[src/rtl/hog_stripe_sequencer.sv]
// Stripe sequencer for the HOG accelerator's HP stream channels.
// The image is processed in stripes of rows. For each stripe the sequencer
// loads it from both S00 lanes into the core buffer, starts the core, waits
// for core_done, and then drains the result to both M00 lanes through a
// 2-entry output FIFO.
module hog_stripe_sequencer #(
  parameter int DATA_W   = 64,
  parameter int WIDTH_W  = 10,
  parameter int HEIGHT_W = 11,
  parameter int SROWS_W  = 6,
  parameter int BEAT_W   = 16
) (
  input  logic                  clk,
  input  logic                  rst,
  input  logic                  start,
  input  logic [WIDTH_W-1:0]    cfg_width,
  input  logic [HEIGHT_W-1:0]   cfg_height,
  input  logic [SROWS_W-1:0]    cfg_stripe_rows,
  output logic                  busy,
  output logic                  done,
  output logic                  err,
  input  logic [2*DATA_W-1:0]   s_tdata,
  input  logic [1:0]            s_tvalid,
  input  logic [1:0]            s_tlast,
  output logic [1:0]            s_tready,
  output logic [2*DATA_W-1:0]   m_tdata,
  output logic [1:0]            m_tvalid,
  output logic [1:0]            m_tlast,
  input  logic [1:0]            m_tready,
  output logic [2*DATA_W-1:0]   core_wdata,
  output logic                  core_wr_en,
  output logic                  core_start,
  input  logic                  core_done,
  output logic                  core_rd_en,
  input  logic [2*DATA_W-1:0]   core_rdata
);

  typedef enum logic [2:0] {
    S_IDLE, S_CHECK, S_LOAD, S_PROC, S_WAIT, S_STORE, S_DONE
  } state_t;

  state_t state, state_next;

  logic [WIDTH_W-1:0]  width_q;
  logic [HEIGHT_W-1:0] height_q;
  logic [SROWS_W-1:0]  srows_q;
  logic [HEIGHT_W-1:0] rows_left;
  logic [SROWS_W-1:0]  rows_stripe;
  logic [BEAT_W-1:0]   beats, last_beat, in_cnt, out_cnt, rd_left;
  logic                cfg_zero, in_beat, in_final, out_valid, out_beat, out_final;
  logic                stripe_last, rd_pending, push, pop_mem, wr_ptr, rd_ptr;
  logic [1:0]          fifo_cnt;
  logic [2*DATA_W-1:0] fifo_mem [2];
  logic [2*DATA_W-1:0] head_data;

  // The current stripe size follows rows_left, which only changes after the
  // final store beat, so it is stable for the whole load/process/store cycle.
  assign rows_stripe = (rows_left < HEIGHT_W'(srows_q)) ? rows_left[SROWS_W-1:0] : srows_q;
  assign beats       = BEAT_W'(width_q) * BEAT_W'(rows_stripe);
  assign last_beat   = beats - BEAT_W'(1);
  assign cfg_zero    = (width_q == '0) || (height_q == '0) || (srows_q == '0);
  assign stripe_last = (rows_left == HEIGHT_W'(rows_stripe));

  // Input side: a beat needs both lanes valid at once.
  assign in_beat    = (state == S_LOAD) && (&s_tvalid);
  assign in_final   = (in_cnt == last_beat);
  assign s_tready   = {2{in_beat}};
  assign core_wr_en = in_beat;
  assign core_wdata = s_tdata;

  // Output side: read data arriving this cycle is presented directly when the
  // FIFO is empty, which gives first m_tvalid two cycles after core_done.
  assign out_valid  = (fifo_cnt != 2'd0) || rd_pending;
  assign head_data  = (fifo_cnt != 2'd0) ? fifo_mem[rd_ptr]
                    : (rd_pending ? core_rdata : '0);
  assign out_beat   = out_valid && (&m_tready);
  assign out_final  = (out_cnt == last_beat);
  assign m_tvalid   = {2{out_valid}};
  assign m_tdata    = head_data;
  assign m_tlast    = {2{out_valid && out_final}};
  assign core_rd_en = (state == S_STORE) && (rd_left != '0) &&
                      ((fifo_cnt + {1'b0, rd_pending}) < 2'd2);
  assign push       = rd_pending && !(out_beat && (fifo_cnt == 2'd0));
  assign pop_mem    = out_beat && (fifo_cnt != 2'd0);

  // State register.
  always_ff @(posedge clk or negedge rst) begin
    if (!rst) state <= S_IDLE;
    else      state <= state_next;
  end

  // Next-state logic and state-decoded control outputs.
  always_comb begin
    state_next = state;
    busy       = (state != S_IDLE);
    done       = 1'b0;
    core_start = 1'b0;
    case (state)
      S_IDLE:  if (start) state_next = S_CHECK;
      S_CHECK: state_next = cfg_zero ? S_DONE : S_LOAD;
      S_LOAD:  if (in_beat && in_final) state_next = S_PROC;
      S_PROC: begin
        core_start = 1'b1;
        state_next = S_WAIT;
      end
      S_WAIT:  if (core_done) state_next = S_STORE;
      S_STORE: if (out_beat && out_final) state_next = stripe_last ? S_DONE : S_LOAD;
      S_DONE: begin
        done       = 1'b1;
        state_next = S_IDLE;
      end
      default: state_next = S_IDLE;
    endcase
  end

  // Configuration latch, row bookkeeping, beat counters and the error flag.
  always_ff @(posedge clk or negedge rst) begin
    if (!rst) begin
      width_q   <= '0;
      height_q  <= '0;
      srows_q   <= '0;
      rows_left <= '0;
      in_cnt    <= '0;
      out_cnt   <= '0;
      rd_left   <= '0;
      err       <= 1'b0;
    end else begin
      if ((state == S_IDLE) && start) begin
        width_q  <= cfg_width;
        height_q <= cfg_height;
        srows_q  <= cfg_stripe_rows;
        err      <= 1'b0;
      end
      if (state == S_CHECK) begin
        if (cfg_zero) err <= 1'b1;
        else          rows_left <= height_q;
      end
      if (in_beat) begin
        in_cnt <= in_final ? '0 : in_cnt + BEAT_W'(1);
        if (s_tlast != {2{in_final}}) err <= 1'b1;
      end
      if ((state == S_WAIT) && core_done) begin
        rd_left <= beats;
        out_cnt <= '0;
      end else if (core_rd_en) begin
        rd_left <= rd_left - BEAT_W'(1);
      end
      if (out_beat) begin
        out_cnt <= out_final ? '0 : out_cnt + BEAT_W'(1);
        if (out_final) rows_left <= rows_left - HEIGHT_W'(rows_stripe);
      end
    end
  end

  // Output FIFO pointers, occupancy and the in-flight read flag.
  always_ff @(posedge clk or negedge rst) begin
    if (!rst) begin
      rd_pending <= 1'b0;
      wr_ptr     <= 1'b0;
      rd_ptr     <= 1'b0;
      fifo_cnt   <= 2'd0;
    end else begin
      rd_pending <= core_rd_en;
      if (push)    wr_ptr <= ~wr_ptr;
      if (pop_mem) rd_ptr <= ~rd_ptr;
      case ({push, pop_mem})
        2'b10:   fifo_cnt <= fifo_cnt + 2'd1;
        2'b01:   fifo_cnt <= fifo_cnt - 2'd1;
        default: fifo_cnt <= fifo_cnt;
      endcase
    end
  end

  // FIFO storage; entries are only read while the occupancy marks them valid.
  always_ff @(posedge clk) begin
    if (push) fifo_mem[wr_ptr] <= core_rdata;
  end

endmodule

[config.mk]
export PLATFORM = sky130hd
export DESIGN_NAME = hog_stripe_sequencer
export DESIGN_NICKNAME = d
export VERILOG_FILES = /design/src/rtl/hog_stripe_sequencer.sv
export SDC_FILE = /design/constraint.sdc
export NUM_CORES = 1
export LEC_CHECK = 0
export ABC_AREA = 1
export CORE_MARGIN = 3
export CORE_UTILIZATION = 39
export DETAILED_ROUTE_END_ITERATION = 10
export MAX_ROUTING_LAYER = met4
export PLACE_DENSITY = 0.77
export RECOVER_POWER = 50
export SLEW_MARGIN = 20
export SYNTH_ARGS = -nofsm -noshare
export SYNTH_HDL_FRONTEND = slang
export SYNTH_SLANG_ARGS = --single-unit
[constraint.sdc]
create_clock -name clk -period 10 [get_ports clk]
set_input_delay 2 -clock clk [delete_from_list [all_inputs] [get_ports clk]]
set_output_delay 2 -clock clk [all_outputs]
set_load 0.02 [all_outputs]
==> impl_results.md <==
* Status: complete, but fails checks
* Failing checks: max-capacitance violations, max-slew violations
* Hold buffers post-CTS at 0
* Final TNS setup at 0 ns
* Cell variety after synth at 45
* F_max at 106 MHz
* Port bufs at ~300
* Worst-path maximum fanout at 11
* Fillers at between 4000 and 5000
* Final period util at a little over nine tenths
* Min cycle time layout at roughly 9.4 ns
* Clock Path Buffers at 3
* CP max stage cell: clkdlybuf4s50_1
* Cell Rows at 81
* DRT iter0 DRCs at roughly 1300
* Synthesized area at 19800 sq um
* Slew margin rel. at -142%
* Area share of the largest cell type after synthesis at 38.8%
* Vias in the first global route at 16023
* Met3 Resource Use GR at 6.35%
* Area grow syn2layout at 20.1%
* First-pass GRT wire length at roughly 92 mm
* CORE AREA at between 40000 and 50000 sq um
* I/O pin count at roughly 560
* HP Class: reg2reg
* Synth area leader: edfxtp_1
* Slew Viols, Final at around 370
* M1 GR Usage at between 20% and 30%
* Later-pin clock latency in the skew report at ~0.56 ns
* DP HPWL at roughly 42 mm
* Clock skew at roughly 0.018 ns
* Final ANT Viol Nets at 0
* CP arrival at between 7 and 8 ns
* Tightest Pin Transition at around 3.6 ns
* Reg clk slew, reported paths at about 0.06 ns
* DRC errors left at 0
* Nets at approximately 2700
* Total gr overflow at 0
* GR Util All Layers at 22.3%
* Fraction of layout cells with a size suffix above 1 at a little over 6%
* Most frequent CP cell: nand2_1
* GR peak layer: met2
* Vias at ~16000
* Initial antenna violation count at 19
* CP Capture Type: output pin
* DR pass1 iterations at 5
* Ys flop type: edfxtp_1
* Die area at about 53000 sq um
* TritonCTS Buffers at 40
* RSZ-0062 raised after global routing: no
* TritonCTS Sinks at 351
* Final hold viol count at 0
* Mean Syn Cell Area at 9.17 sq um
* Largest net degree at the start of global routing at 129
* Slowest stage delay, CP at ~0.68 ns
* Die X at approximately 230 microns
* Sequential area share after synthesis at 50.9%
* Final WL at between 50 and 60 mm
* Initial Util at between 30% and 40%
* Cells after Synth at 2158
* Critical Path RT at approximately 8 ns
* Net Count, Synth at roughly 2500
* Number of synthesized flops with an enable pin at about 260
* Placer Congestion at ~0.92
* Met2 usage at between 30% and 40%
* H-tree levels at 2
* Die Span Y at roughly 230 microns
* Share of flip-flops with an asynchronous set or reset at 27.1%
* DR WL/cell at just under 20 microns
* Largest cells by area after synthesis: edfxtp_1, dfrtp_1, o21ai_0, nand3_1, nor2_1
* Final Setup Violations at 0
* CP startpoint kind: flop
* Synth warnings at 0
* Vias per inst at 5.38
* CTS tree: yes
* Root Buffer: clkbuf_16
* CP Class: reg2out
* #FFs+latches synth at ~350
* Max Cap Viol at 6
[cell type report]
type	count	area (sq um)	area share, %
sequential	351	10100	42.4
multi-input combinational	1387	7650	32.2
timing repair buffer	316	3110	13.1
clock buffer	48	1060	4.47
tap	664	831	3.50
inverter	201	758	3.19
clock inverter	25	233	0.980
antenna	17	42.5	0.179
[repair_timing]
item | in CTS | in global routing
gates resized for setup | 0 | 2
setup buffers | 0 | 0
setup endpoints to repair | 0 | 2
[sequential cells by signal, indices dropped and copies added (netlist names), 6 cells and up]
name,cells
fifo_mem,256
height_q,11
in_cnt,16
out_cnt,16
rd_left,16
rows_left,11
srows_q,6
width_q,10
[cells in the final DEF, fill, tap and decap left out, types with 44 or more instances in the layout]
cell               n
edfxtp_1         256
dfrtp_1           94
inv_1            181
nor2_1           271
clkdlybuf4s50_1  170
dlygate4sd3_1    133
a21oi_1           44
o21ai_0          297
nand2_1          264
nand3_1          249
[metal layers]
layer,vias up,wire length [microns]
met3,155,5560
li1,7539,-
met5,-,0
met2,747,28500
met1,7755,23500
met4,0,1970
[through the flow]
step,instances,hold WS [ns],utilization (%),setup slack [ns],cell area [sq um]
3_3_place_gp,2919,0.453,45.3,1.02,22400
2_1_floorplan,2158,0.437,-,1.68,19800
6_report,3009,0.480,47.9,0.563,23800
3_5_place_dp,2919,0.477,45.3,0.930,22400
5_1_grt,3008,0.494,47.9,0.00991,23800
4_1_cts,2992,0.483,47.9,0.298,23700
[synth_stat cells, drive strengths merged, types with 5 or more instances]
| master | n |
|---|---|
| a21oi | 50 |
| nand3 | 260 |
| clkbuf | 82 |
| fa | 34 |
| mux2 | 11 |
| xor2 | 24 |
| nand4 | 28 |
| ha | 40 |
| o21a | 5 |
| xnor2 | 7 |
| nor4 | 9 |
| o211ai | 7 |
| edfxtp | 256 |
| buf | 137 |
| mux2i | 9 |
| nand2 | 274 |
| nor3 | 23 |
| o21ai | 300 |
| nor2 | 287 |
| inv | 197 |
| dfrtp | 95 |
[logic make-up (layout without fill, tap and decap cells)]
logic type               count (synthesis)  count (layout)  synth area share [%]
adder cells (fa/ha/maj)                 74              74                  5.97
flip-flops                             351             351                  50.9
AND/OR/NAND/NOR                        886             886                  20.1
buffers and inverters                  420             590                  10.6
AO/OA/AOI/OAI                          376             376                  10.0
XOR/XNOR                                31              31                  1.41
multiplexers                            20              20                  1.08
other                                    0              17                     0
[path summary, 6_finish.rpt]
path | startpoint | end | slack [ns] | depth (start not counted)
worst max-delay path | rows_left[5] | m_tlast[1] | 0.56 | 35
worst min-delay path | rd_left[0] | rd_left[0] | 0.48 | 1
worst max register to register | rd_pending | fifo_mem[1][18] | 3.27 | 7
worst min register to register | rd_left[0] | rd_left[0] | 0.48 | 1
max in group asynchronous | rst | rd_ptr | 3.35 | 2
min in group asynchronous | rst | srows_q[0] | 1.95 | 1
[worst max-delay path, delay by kind of cell (launching register included)]
family | cells | cell delay [ns]
AOI/OAI and AO/OA | 2 | 0.56
adders and majority gates | 5 | 2.11
buffers and inverters | 7 | 1.37
DFF | 1 | 0.44
and+or+nand+nor | 21 | 2.39
Power is left out: the tool's default activity adds up to more than one toggle a clock period on the data nets, which glitch-free logic cannot reach.
